`src/rtl/host_load_sequencer_if.sv`:
```
// Host load sequencer bus bundle.
// Groups the input-buffer handshake, the instruction/weight load ports, the
// controller XY request, the muxed XY write port and the status outputs.
//   master : drives buffer_empty/buffer_data and the ctrl_xy_* request,
//            observes everything the sequencer produces.
//   slave  : the sequencer side.
interface host_load_sequencer_if #(
  parameter int unsigned DATA_WIDTH     = 32,
  parameter int unsigned NU_COUNT       = 8,
  parameter int unsigned INST_MEM_DEPTH = 8,
  parameter int unsigned W_MEM_DEPTH    = 9,
  parameter int unsigned XY_MEM_DEPTH   = 10
);
  logic                      buffer_empty;
  logic [DATA_WIDTH-1:0]     buffer_data;
  logic                      buffer_read_enable;
  logic                      inst_write_enable;
  logic [INST_MEM_DEPTH-1:0] inst_write_addr;
  logic [NU_COUNT-1:0]       w_write_enable;
  logic [W_MEM_DEPTH-1:0]    w_write_addr;
  logic [DATA_WIDTH-1:0]     load_write_data;
  logic                      ctrl_xy_write_enable;
  logic [XY_MEM_DEPTH-1:0]   ctrl_xy_write_addr;
  logic [DATA_WIDTH-1:0]     ctrl_xy_write_data;
  logic                      xy_write_enable;
  logic [XY_MEM_DEPTH-1:0]   xy_write_addr;
  logic [DATA_WIDTH-1:0]     xy_write_data;
  logic                      controller_reset;
  logic                      busy;
  logic                      error;

  modport master (
    output buffer_empty, buffer_data,
    output ctrl_xy_write_enable, ctrl_xy_write_addr, ctrl_xy_write_data,
    input  buffer_read_enable,
    input  inst_write_enable, inst_write_addr,
    input  w_write_enable, w_write_addr, load_write_data,
    input  xy_write_enable, xy_write_addr, xy_write_data,
    input  controller_reset, busy, error
  );

  modport slave (
    input  buffer_empty, buffer_data,
    input  ctrl_xy_write_enable, ctrl_xy_write_addr, ctrl_xy_write_data,
    output buffer_read_enable,
    output inst_write_enable, inst_write_addr,
    output w_write_enable, w_write_addr, load_write_data,
    output xy_write_enable, xy_write_addr, xy_write_data,
    output controller_reset, busy, error
  );
endinterface

```
`src/rtl/host_load_sequencer.sv`:
```
// host_load_sequencer: drains host words from a show-ahead input buffer and
// routes them to instruction memory, per-NU weight banks and XY memory.
// Gates the layer controller's reset via CMD headers and arbitrates the XY
// write port (controller has fixed priority over host loads).
// Ports: clk, reset (async, active-high), bus (host_load_sequencer_if.slave).
// Optional macro HOST_LOAD_BCAST_EN: weight bank 63 broadcasts to all banks;
// when undefined bank 63 is rejected as an invalid bank.
module host_load_sequencer #(
  parameter int unsigned DATA_WIDTH     = 32,
  parameter int unsigned NU_COUNT       = 8,
  parameter int unsigned INST_MEM_DEPTH = 8,
  parameter int unsigned W_MEM_DEPTH    = 9,
  parameter int unsigned XY_MEM_DEPTH   = 10
) (
  input logic                  clk,
  input logic                  reset,
  host_load_sequencer_if.slave bus
);
  localparam int unsigned AW_IW = (INST_MEM_DEPTH > W_MEM_DEPTH) ? INST_MEM_DEPTH : W_MEM_DEPTH;
  localparam int unsigned AW    = (AW_IW > XY_MEM_DEPTH) ? AW_IW : XY_MEM_DEPTH;
  localparam int unsigned LEN_W = 12;
  localparam int unsigned EXT_W = LEN_W + 1;

  localparam logic [1:0] T_INST = 2'd0;
  localparam logic [1:0] T_W    = 2'd1;
  localparam logic [1:0] T_XY   = 2'd2;
  localparam logic [1:0] T_CMD  = 2'd3;

  // One past the last legal address of each memory, in the widened domain.
  localparam logic [EXT_W-1:0] INST_LIMIT = EXT_W'(1) << INST_MEM_DEPTH;
  localparam logic [EXT_W-1:0] W_LIMIT    = EXT_W'(1) << W_MEM_DEPTH;
  localparam logic [EXT_W-1:0] XY_LIMIT   = EXT_W'(1) << XY_MEM_DEPTH;

  typedef enum logic [1:0] {HEADER, DATA, ERROR} state_t;

  state_t           state;
  logic [1:0]       target_q;
  logic [5:0]       bank_q;
  logic [AW-1:0]    addr_q;
  logic [LEN_W-1:0] count_q;
  logic             ctrl_rst_q;

  // Header field decode of the buffer head word.
  logic [1:0]       h_target;
  logic [5:0]       h_bank;
  logic [LEN_W-1:0] h_start;
  logic [LEN_W-1:0] h_len;
  logic [EXT_W-1:0] h_end;
  logic             bank_ok;
  logic             hdr_bad;

  assign h_target = bus.buffer_data[31:30];
  assign h_bank   = bus.buffer_data[29:24];
  assign h_start  = bus.buffer_data[23:12];
  assign h_len    = bus.buffer_data[11:0];
  assign h_end    = EXT_W'(h_start) + EXT_W'(h_len);

`ifdef HOST_LOAD_BCAST_EN
  assign bank_ok = (32'(h_bank) < NU_COUNT) || (h_bank == 6'd63);
`else
  assign bank_ok = (32'(h_bank) < NU_COUNT);
`endif

  // Memories may only be rewritten while the controller is held in reset.
  always_comb begin
    hdr_bad = 1'b0;
    case (h_target)
      T_INST:  hdr_bad = (h_end > INST_LIMIT) || !ctrl_rst_q;
      T_W:     hdr_bad = (h_end > W_LIMIT) || !bank_ok || !ctrl_rst_q;
      T_XY:    hdr_bad = (h_end > XY_LIMIT);
      default: hdr_bad = 1'b0;
    endcase
  end

  // Pop control: controller XY writes stall an XY data pop.
  logic in_data;
  logic xy_stall;
  logic pop;
  logic wr_inst;
  logic wr_w;
  logic wr_xy;

  assign in_data  = (state == DATA);
  assign xy_stall = in_data && (target_q == T_XY) && bus.ctrl_xy_write_enable;
  assign pop      = (state != ERROR) && !bus.buffer_empty && !xy_stall;
  assign wr_inst  = pop && in_data && (target_q == T_INST);
  assign wr_w     = pop && in_data && (target_q == T_W);
  assign wr_xy    = pop && in_data && (target_q == T_XY);

  // Sequencer state, load address/count and controller reset gate.
  always_ff @(posedge clk or posedge reset) begin
    if (reset) begin
      state      <= HEADER;
      target_q   <= T_INST;
      bank_q     <= '0;
      addr_q     <= '0;
      count_q    <= '0;
      ctrl_rst_q <= 1'b1;
    end else begin
      case (state)
        HEADER: begin
          if (pop) begin
            if (h_target == T_CMD) begin
              ctrl_rst_q <= ~bus.buffer_data[0];
            end else if (hdr_bad) begin
              state <= ERROR;
            end else if (h_len != '0) begin
              state    <= DATA;
              target_q <= h_target;
              bank_q   <= h_bank;
              addr_q   <= AW'(h_start);
              count_q  <= h_len;
            end
          end
        end
        DATA: begin
          if (pop) begin
            addr_q  <= addr_q + AW'(1);
            count_q <= count_q - LEN_W'(1);
            if (count_q == LEN_W'(1)) state <= HEADER;
          end
        end
        ERROR:   state <= ERROR;
        default: state <= HEADER;
      endcase
    end
  end

  // Weight strobes: one-hot by bank, or all banks for the broadcast bank.
  logic [NU_COUNT-1:0] w_mask;
  always_comb begin
    w_mask = '0;
    if (wr_w) begin
`ifdef HOST_LOAD_BCAST_EN
      if (bank_q == 6'd63) w_mask = '1;
      else                 w_mask = NU_COUNT'(1) << bank_q;
`else
      w_mask = NU_COUNT'(1) << bank_q;
`endif
    end
  end

  assign bus.buffer_read_enable = pop;
  assign bus.inst_write_enable  = wr_inst;
  assign bus.inst_write_addr    = addr_q[INST_MEM_DEPTH-1:0];
  assign bus.w_write_enable     = w_mask;
  assign bus.w_write_addr       = addr_q[W_MEM_DEPTH-1:0];
  assign bus.load_write_data    = bus.buffer_data;

  // XY port mux: controller wins whenever it requests.
  assign bus.xy_write_enable = bus.ctrl_xy_write_enable || wr_xy;
  assign bus.xy_write_addr   = bus.ctrl_xy_write_enable ? bus.ctrl_xy_write_addr
                                                        : addr_q[XY_MEM_DEPTH-1:0];
  assign bus.xy_write_data   = bus.ctrl_xy_write_enable ? bus.ctrl_xy_write_data
                                                        : bus.buffer_data;

  assign bus.controller_reset = ctrl_rst_q;
  assign bus.busy             = (state != HEADER);
  assign bus.error            = (state == ERROR);
endmodule

```
`src/flat_wrapper.sv`:
```
// flat-port wrapper written by rule: the top's interface ports become plain ports
module host_load_sequencer_flat 
#(
  parameter int unsigned DATA_WIDTH     = 32,
  parameter int unsigned NU_COUNT       = 8,
  parameter int unsigned INST_MEM_DEPTH = 8,
  parameter int unsigned W_MEM_DEPTH    = 9,
  parameter int unsigned XY_MEM_DEPTH   = 10
)
  (clk, reset, bus_buffer_empty, bus_buffer_data, bus_ctrl_xy_write_enable, bus_ctrl_xy_write_addr, bus_ctrl_xy_write_data, bus_buffer_read_enable, bus_inst_write_enable, bus_inst_write_addr, bus_w_write_enable, bus_w_write_addr, bus_load_write_data, bus_xy_write_enable, bus_xy_write_addr, bus_xy_write_data, bus_controller_reset, bus_busy, bus_error);
  host_load_sequencer_if #(.DATA_WIDTH(DATA_WIDTH), .NU_COUNT(NU_COUNT), .INST_MEM_DEPTH(INST_MEM_DEPTH), .W_MEM_DEPTH(W_MEM_DEPTH), .XY_MEM_DEPTH(XY_MEM_DEPTH)) bus_i ();
  input logic clk;
  input logic reset;
  input wire logic [$bits(bus_i.buffer_empty)-1:0] bus_buffer_empty;
  input wire logic [$bits(bus_i.buffer_data)-1:0] bus_buffer_data;
  input wire logic [$bits(bus_i.ctrl_xy_write_enable)-1:0] bus_ctrl_xy_write_enable;
  input wire logic [$bits(bus_i.ctrl_xy_write_addr)-1:0] bus_ctrl_xy_write_addr;
  input wire logic [$bits(bus_i.ctrl_xy_write_data)-1:0] bus_ctrl_xy_write_data;
  output wire logic [$bits(bus_i.buffer_read_enable)-1:0] bus_buffer_read_enable;
  output wire logic [$bits(bus_i.inst_write_enable)-1:0] bus_inst_write_enable;
  output wire logic [$bits(bus_i.inst_write_addr)-1:0] bus_inst_write_addr;
  output wire logic [$bits(bus_i.w_write_enable)-1:0] bus_w_write_enable;
  output wire logic [$bits(bus_i.w_write_addr)-1:0] bus_w_write_addr;
  output wire logic [$bits(bus_i.load_write_data)-1:0] bus_load_write_data;
  output wire logic [$bits(bus_i.xy_write_enable)-1:0] bus_xy_write_enable;
  output wire logic [$bits(bus_i.xy_write_addr)-1:0] bus_xy_write_addr;
  output wire logic [$bits(bus_i.xy_write_data)-1:0] bus_xy_write_data;
  output wire logic [$bits(bus_i.controller_reset)-1:0] bus_controller_reset;
  output wire logic [$bits(bus_i.busy)-1:0] bus_busy;
  output wire logic [$bits(bus_i.error)-1:0] bus_error;
  assign bus_i.buffer_empty = bus_buffer_empty;
  assign bus_i.buffer_data = bus_buffer_data;
  assign bus_i.ctrl_xy_write_enable = bus_ctrl_xy_write_enable;
  assign bus_i.ctrl_xy_write_addr = bus_ctrl_xy_write_addr;
  assign bus_i.ctrl_xy_write_data = bus_ctrl_xy_write_data;
  assign bus_buffer_read_enable = bus_i.buffer_read_enable;
  assign bus_inst_write_enable = bus_i.inst_write_enable;
  assign bus_inst_write_addr = bus_i.inst_write_addr;
  assign bus_w_write_enable = bus_i.w_write_enable;
  assign bus_w_write_addr = bus_i.w_write_addr;
  assign bus_load_write_data = bus_i.load_write_data;
  assign bus_xy_write_enable = bus_i.xy_write_enable;
  assign bus_xy_write_addr = bus_i.xy_write_addr;
  assign bus_xy_write_data = bus_i.xy_write_data;
  assign bus_controller_reset = bus_i.controller_reset;
  assign bus_busy = bus_i.busy;
  assign bus_error = bus_i.error;
  host_load_sequencer #(.DATA_WIDTH(DATA_WIDTH), .NU_COUNT(NU_COUNT), .INST_MEM_DEPTH(INST_MEM_DEPTH), .W_MEM_DEPTH(W_MEM_DEPTH), .XY_MEM_DEPTH(XY_MEM_DEPTH)) u_core (.clk(clk), .reset(reset), .bus(bus_i));
endmodule
```
`config.mk`:
```
export PLATFORM = sky130hd
export DESIGN_NAME = host_load_sequencer_flat
export DESIGN_NICKNAME = d
export VERILOG_FILES = /design/src/rtl/host_load_sequencer_if.sv /design/src/rtl/host_load_sequencer.sv /design/src/flat_wrapper.sv
export SDC_FILE = /design/constraint.sdc
export NUM_CORES = 1
export LEC_CHECK = 0
export BUFFER_PORTS_ARGS = -buffer_cell sky130_fd_sc_hd__buf_2
export CORE_ASPECT_RATIO = 1.1
export CORE_MARGIN = 5
export CORE_UTILIZATION = 51
export DETAILED_ROUTE_END_ITERATION = 10
export GPL_ROUTABILITY_DRIVEN = 0
export PLACE_DENSITY_LB_ADDON = 0.25
export SETUP_SLACK_MARGIN = 0.5
export SLEW_MARGIN = 5
export SYNTH_ARGS = -nofsm -noshare
export SYNTH_HDL_FRONTEND = slang
export SYNTH_SLANG_ARGS = --single-unit
```
`constraint.sdc`:
```
create_clock -name clk -period 4.88 [get_ports clk]
set_clock_uncertainty 0.1 [all_clocks]
set_input_delay 0.976 -clock clk [delete_from_list [all_inputs] [get_ports clk]]
set_output_delay 0.976 -clock clk [all_outputs]
set_load 0.02 [all_outputs]
```
### Word-level counts from Yosys, hierarchy flattened

Cells that the tools add are included.

* flip-flop bits (word level): 33
* bits in latches: 0
* memory bits (writable): 0
* bits in read-only memories: 0
* bits of input ports: 78
* output and inout bits: 105
* word-level logic and storage cells: 82
* memories kept: 0

* $add $sub $neg: 3
* multiply operators: 0
* divide/modulo/power cells: 0
* $lt $le $gt $ge: 4
* equal/unequal tests: 16
* shifts and indexed selects: 1
* mux-type cells: 23
* bitwise gates (word level): 3
* reductions and logical operators: 26

Operator list (count)
* 10-bit two-way mux: 6
* 12-bit two-way mux: 5
* 32-bit two-way mux: 1
* 12-bit one-hot mux with 2 select lines: 1
* 10-bit one-hot mux with 2 select lines: 1
* 12-bit by 12-bit adder with 13-bit output: 1
* 13-bit by 10-bit > comparator with 1-bit output, second input constant: 1
* 13-bit by 11-bit > comparator with 1-bit output, second input constant: 1
* 13-bit by 9-bit > comparator with 1-bit output, second input constant: 1
* 12-bit by 1-bit equality test with 1-bit output, second input constant: 1
* 2-bit two-way mux: 6
* 12-bit nonzero test: 1
* 12-bit by 1-bit subtractor with 12-bit output, second input constant: 1
* 10-bit by 1-bit adder with 10-bit output, second input constant: 1
* 2-bit != test, second input constant: 5
* 5-bit AND reduction: 2
* 2-bit equality test, second input constant: 4
* 1-bit logical AND: 8
* 8-bit two-way mux: 1
* 1-bit by 6-bit << shifter with 8-bit output, first input constant: 1
* 2-bit by 1-bit equality test with 1-bit output, second input constant: 3
* 2-bit logical NOT: 3
* 6-bit by 4-bit less-than comparator with 1-bit output, second input constant: 1
* 2-bit one-hot mux with 3 select lines: 1
* other kinds (9): 19

### Depth between registers and ports, before layout

Gate-level depths: netlist of run 1.

* depth in word-level cells: 9
* gate-level depth with buffers: 12
* gate-level depth less buffers: 11

### Worst setup path after synthesis of run 1

OpenSTA, ideal clock, no wires.

* kind: input-to-output
* from: input port bus_ctrl_xy_write_enable
* to: output port bus_w_write_enable[1]
* arrival time: 3.339 ns
* data required time: 3.804 ns
* setup slack: 0.465 ns
* stages on the path: 6
* buffers on the path: 1
* path through: clkbuf_1 -> a311o_1 -> inv_1 -> nand2_1 -> or4b_2 -> nor4_1

* longest elaborated chain between the ends: 6

RTL lines
* from (decl): RTL line flat_wrapper.sv:16 `input wire logic [$bits(bus_i.ctrl_xy_write_enable)-1:0] bus_ctrl_xy_write_enable;`
* 1-bit logical AND: RTL line host_load_sequencer.sv:84 `assign xy_stall = in_data && (target_q == T_XY) && bus.ctrl_xy_write_enable;`
* 1-bit logical NOT: RTL line host_load_sequencer.sv:85 `assign pop = (state != ERROR) && !bus.buffer_empty && !xy_stall;`
* 1-bit logical AND: RTL line host_load_sequencer.sv:85
* via bus_buffer_read_enable: RTL line flat_wrapper.sv:19 `output wire logic [$bits(bus_i.buffer_read_enable)-1:0] bus_buffer_read_enable;`
* 1-bit logical AND (2 in series): RTL line host_load_sequencer.sv:87 `assign wr_w = pop && in_data && (target_q == T_W);`
* 8-bit two-way mux: RTL line host_load_sequencer.sv:133 `if (wr_w) begin`
* to (decl): RTL line flat_wrapper.sv:22 `output wire logic [$bits(bus_i.w_write_enable)-1:0] bus_w_write_enable;`

The timed path passes the listed nets, and every way through them passes these cells.

### Worst setup path after layout of run 1

* from: register u_core.state[0]
* to: output port bus_w_write_enable[5]

* longest elaborated chain between the ends: 8
* elaborated cells between the ends (all ways): 10
* those cells by class: 2 x eq/ne; 1 x mux; 7 x reduce/logical

RTL lines
* from (decl): RTL line host_load_sequencer.sv:36 `state_t state;`
* from (signal assigned): RTL line host_load_sequencer.sv:93 `state <= HEADER;`
* from (signal assigned): RTL line host_load_sequencer.sv:106 `state <= ERROR;`
* from (signal assigned): RTL line host_load_sequencer.sv:108 `state <= DATA;`
* 2-bit by 1-bit equality test with 1-bit output: RTL line host_load_sequencer.sv:83 `assign in_data = (state == DATA);`
* 1-bit logical AND (2 in series): RTL line host_load_sequencer.sv:84
* 1-bit logical NOT: RTL line host_load_sequencer.sv:85
* 1-bit logical AND: RTL line host_load_sequencer.sv:85
* 1-bit logical AND * (2 in series): RTL line host_load_sequencer.sv:87
* 8-bit two-way mux *: RTL line host_load_sequencer.sv:133

Every way passes the cells marked *; elsewhere a longest branch is shown, timed or not.

==> results_dict.tcl, run 1 <==
set metrics [dict create \
    grt_pass1_vias 3681 \
    io_pins 183 \
    synth_top_area_cell "dfrtp_1" \
    ys_seq_area_share_pct 23.0 \
    clock.fmax_ghz 0.238 \
    finalWorstSetupSlack_ns 0.679 \
    viasPerCell 6.00 \
    max-cap-violations 0 \
    yosys-top-cells-area "dfrtp_1 22%, mux2_2 14%, buf_4 10%" \
    path_class "reg -> out" \
    drive_above_1_share_pct 46.0 \
    grt-ovfl-total 0 \
    post-route-period-util_pct 86.1 \
    fp.dieW_um 90.1 \
    cp-start-kind "flop" \
    hold_class "reg -> reg" \
    worstSkewPairLatency_ns 0.29 \
    cts_buffers 5 \
    area_growth_pct 19.2 \
    totalWireLength_um 12000 \
    run_status "complete, no violations" \
    synth_flop_cell "dfrtp_1" \
    crit_path_max_fanout 11 \
    synth_area_um2 3600 \
    clkTransAtPathRegs_ns 0.07 \
    finalCriticalPeriod_ns 4.20 \
    p_leak_nw 2.13 \
    cts_buffer_depth 2 \
    vias 3832 \
    cp-end-kind "output port" \
    rsz0062_at_grt "no" \
    diodes 0 \
    arrival_ns 3.12 \
    final_util_pct 61.7 \
    wl_per_cell_um 18.8 \
    irDropWorstVdd_v 0.000139 \
    avgSynthCellArea_um2 8.46 \
    start_util_pct 51.7 \
    yosys_warnings 0 \
    async_reset_ff_share_pct 100 \
    grt_max_degree 46 \
    synth_cell_types 63 \
    grtUsageTotal_pct 26.0 \
    postPlaceCellArea_um2 4200 \
    holdBufCountCts 0 \
    ant_nets 0 \
    clkSinkCount 33 \
    die_area_um2 8850 \
    crit_required_ns 3.80 \
    relSlewSlack_pct 50.5 \
    netlist_instances 426 \
    post-dp-hpwl_um 9310 \
    power_per_cell_area_nw_per_um2 212 \
    dieHeight_um 98.1 \
    portBuffers 182 \
    drt_iter0_markers 279 \
    drv_slew 0 \
    antenna_found_initial 0 \
    cts.htree.levels 2 \
    synth_top_area_share_pct 22.2 \
    core_um2 6970 \
    clockRootBuffer "clkbuf_8" \
    first_pass_iters 7 \
    dp_slack_ns 0.332 \
    fin_nets 647 \
    holdWs_ns 0.405 \
    fin_setup_tns_ns 0 \
    fillCellCount 656 \
    cts_tree "built" \
    rows 32 \
    tightest_slew_ns 0.740 \
    synth_seq_cells 33 \
    grt_first_pass_wirelength_um 18900 \
    fin_area_um2 4300 \
    drc 0 \
    setup_violations 0 \
    syn_nets 520 \
    final_hold_viol_count 0 \
    synth-edff-count 0 \
]
-- placed cells by master, fill, tap and decap left out, drive strengths merged, types with 3 or more instances in the layout --
cell type and instances:
a211oi 7, a21o 5, a21oi 24, a221oi 3, a22oi 8, a311o 3
a31oi 8, a41oi 4, and2 3, and3 6, buf 189, clkbuf 8
dfrtp 32, ha 15, inv 9, mux2 47, nand2 32, nand3 16
nand4 5, nor2 31, nor2b 5, nor3 12, nor4 9, o21a 3
o21ai 22, o22ai 8, or2 3, xor2 3
-- layout make-up --
class	count	area, um^2	share of cell area (%)
well taps	85	106	2.48
flip-flops and latches	33	827	19.3
clock buffers	8	80.1	1.86
multi-input cells	315	2280	53.2
inverters	9	33.8	0.786
repair buffers	189	963	22.4
-- Yosys cell counts (6+ instances only) --
cell	n
nor4_1	8
clkbuf_1	14
o21ai_0	18
buf_4	49
a21oi_1	24
a31oi_1	8
nor2_1	31
o22ai_1	8
nor3_1	12
a22oi_1	8
nand3_1	16
ha_1	15
nand2_1	32
inv_1	9
and3_1	6
mux2_2	44
dfrtp_1	32
-- layer usage --
metal	GRT usage (%)	vias to the layer above	wire length (um)
met1	32.8	1827	4730
met4	9.85	0	357
met2	44.0	174	6060
li1	-	1803	-
met5	0	-	0
met3	5.08	28	886
-- critical path: stages, from the launching register on --
cell,delay (ns)
dfrtp_1,0.48
nor2b_1,0.30
a311o_1,0.48
inv_1,0.21
nand2_1,0.13
or4b_2,0.74
nor2_1,0.12
nand2_1,0.08
nor2_1,0.12
buf_2,0.18
-- worst paths after layout --
check	start	end	slack, ns	cells past startpoint
setup reg to reg	u_core.state[0]	u_core.addr_q[5]	1.99	9
setup / recovery	u_core.state[0]	bus_w_write_enable[5]	0.68	9
hold reg to reg	u_core.bus.controller_reset	u_core.bus.controller_reset	0.41	2
hold / removal	u_core.bus.controller_reset	u_core.bus.controller_reset	0.41	2
min in group asynchronous	reset	u_core.addr_q[3]	0.66	3
max in group asynchronous	reset	u_core.bus.controller_reset	3.67	3
-- where the power goes --
group | switching (mW) | internal [mW] | total, mW
Sequential | 0.0265 | 0.294 | 0.321
Combinational | 0.237 | 0.151 | 0.388
Clock | 0.101 | 0.101 | 0.202
-- kinds of logic (layout without fill, tap and decap cells) --
family,Yosys count,in the layout,synth area share [%]
and+or+nand+nor,131,131,18.5
AOI/OAI and AO/OA,116,116,22.9
buffers and inverters,78,206,14.0
muxes,47,47,14.7
DFF,33,33,23.0
adders and majority gates,16,16,5.77
xor gates and xnor gates,5,5,1.22
-- flip-flops by register name, indices dropped and copies added (netlist names) --
signal	count
u_core.state	2
u_core.count_q	12
u_core.bus.controller_reset	1
u_core.target_q	2
u_core.addr_q	10
u_core.bank_q	6
-- repair_timing --
item,4_1_cts,5_1_grt
resized for setup,0,1
buffers inserted,0,1
setup endpoints to repair,0,17
-- metrics by stage --
step,instances,power (mW)
floorplan,426,0.604
global placement,630,0.701
detailed placement,630,0.709
CTS,638,0.908
global route,639,0.957
finish,639,0.911
(Power assumes the default switching activity.)
==> inputs of run 2 (changes only) <==
==> constraint.sdc (replaced) <==
create_clock -name clk -period 5 [get_ports clk]
set_clock_uncertainty 0.1 [all_clocks]
set_input_delay 1 -clock clk [delete_from_list [all_inputs] [get_ports clk]]
set_output_delay 1 -clock clk [all_outputs]
set_load 0.02 [all_outputs]
==> results_dict.tcl, run 2 (synthesis results as in run 1) <==
set metrics [dict create \
    core_um2 6970 \
    cpMostUsedCell "buf_2" \
    max-cap-violations 0 \
    path_cells "buf_2 > a311o_1 > inv_1 > nand2_1 > or4b_2 > nor4_1 > buf_2" \
    cp-end-kind "output port" \
    grtUsageTotal_pct 25.0 \
    tightest_slew_ns 0.696 \
    postPlaceCellArea_um2 4200 \
    finalCriticalPeriod_ns 4.31 \
    totalWireLength_um 11700 \
    final_cell_mix "182 x buf_2, 44 x mux2_2, 32 x nand2_1, 32 x dfrtp_1, 31 x nor2_1" \
    finalWorstSetupSlack_ns 0.695 \
    regMostFlops "u_core.count_q" \
    grt_first_pass_wirelength_um 18300 \
    viasPerCell 6.05 \
    clkSinkCount 33 \
    fillCellCount 651 \
    irDropWorstVdd_v 0.000119 \
    fp.dieW_um 90.1 \
    area_growth_pct 19.2 \
    slowest_stage "or4b_2" \
    crit_required_ns 3.90 \
    reg.largest.list "u_core.count_q x12, u_core.addr_q x10, u_core.bank_q x6" \
    run_status "complete, no violations" \
    largest_reg_flops 12 \
    path_class "in -> out" \
    clock.fmax_ghz 0.232 \
    cp-start-kind "input port" \
    fin_setup_tns_ns 0 \
    grt_pass1_vias 3658 \
    final_common_cell "buf_2" \
    rsz0062_at_grt "no" \
    cts_tree "built" \
    diodes 0 \
    final_hold_viol_count 0 \
    worstSkewPairLatency_ns 0.28 \
    io_pins 183 \
    antenna_found_initial 0 \
    drc 0 \
    dieHeight_um 98.1 \
    wl_per_cell_um 18.3 \
    relSlewSlack_pct 53.4 \
    multi_input_area_um2 2270 \
    first_pass_iters 5 \
    drv_slew 0 \
    fin_area_um2 4290 \
    arrival_ns 3.21 \
    die_area_um2 8850 \
    cts.htree.levels 2 \
    rows 32 \
    drive_above_1_share_pct 45.8 \
    dp_slack_ns 0.406 \
    post-dp-hpwl_um 9150 \
    r2r_slack_ns 2.40 \
    dp_cells 630 \
    cts_resized 0 \
    cts_buffer_depth 2 \
    hold_class "reg -> reg" \
    portBuffers 182 \
    grt_max_degree 46 \
    clockRootBuffer "clkbuf_8" \
    crit_path_max_fanout 7 \
    cts_buffers 5 \
    p_total_uw 899 \
    ant_nets 0 \
    power_per_cell_area_nw_per_um2 209 \
    grt-ovfl-total 0 \
    vias 3863 \
    worst_path_largest_cell_delay_ns 0.73 \
    p_leak_nw 2.14 \
    setup_violations 0 \
    final-seq-area_um2 827 \
    post-route-period-util_pct 86.1 \
    start_util_pct 51.7 \
    clkTransAtPathRegs_ns 0.07 \
    fin_nets 647 \
    layoutNonFillerInstCount 639 \
    drt_iter0_markers 321 \
]
run 2: cell counts in the layout (fill, tap and decap cells not counted):
No cell type changed its count.
run 2: report_power, final:
part	internal (mW)	switching [mW]	total, mW
clock	0.112	0.0968	0.209
sequential	0.287	0.0246	0.312
combinational	0.147	0.231	0.378
total	0.547	0.352	0.899
run 2: what timing repair did:
action                     in CTS  in global routing
hold buffers                    0                  0
buffers inserted                0                  1
setup endpoints to repair       0                 12
run 2: path summary, 6_finish.rpt:
check / to / startpoint / cells after the start
setup reg to reg: u_core.addr_q[5] / u_core.state[0] / 9
hold / removal: u_core.bus.controller_reset / u_core.bus.controller_reset / 2
hold reg to reg: u_core.bus.controller_reset / u_core.bus.controller_reset / 2
max in group asynchronous: u_core.bus.controller_reset / reset / 3
setup / recovery: bus_w_write_enable[1] / bus_buffer_empty / 7
min in group asynchronous: u_core.addr_q[3] / reset / 3
run 2: per-stage QoR:
step | utilization [%] | hold slack (ns)
floorplan | - | 0.378
global placement | 60.2 | 0.378
detailed placement | 60.2 | 0.377
CTS | 61.5 | 0.386
global route | 61.6 | 0.413
finish | 61.6 | 0.383
run 2: final cells by class:
class,count,area share (%)
multi-input combinational,315,52.9
clock buffer,8,2.10
timing repair buffer,189,22.4
inverter,9,0.787
tap,85,2.48
sequential,33,19.3
run 2: per-layer routing:
metal	track usage, %	wire length [um]
met5	0	0
met3	5.01	1030
met1	30.5	4470
met2	43.5	5830
met4	9.05	361
run 2: worst max-delay path, delay by kind of cell:
kind,cells,cell delay (ns)
AOI/OAI and AO/OA,1,0.37
and+or+nand+nor,3,1.24
buffers and inverters,3,0.60
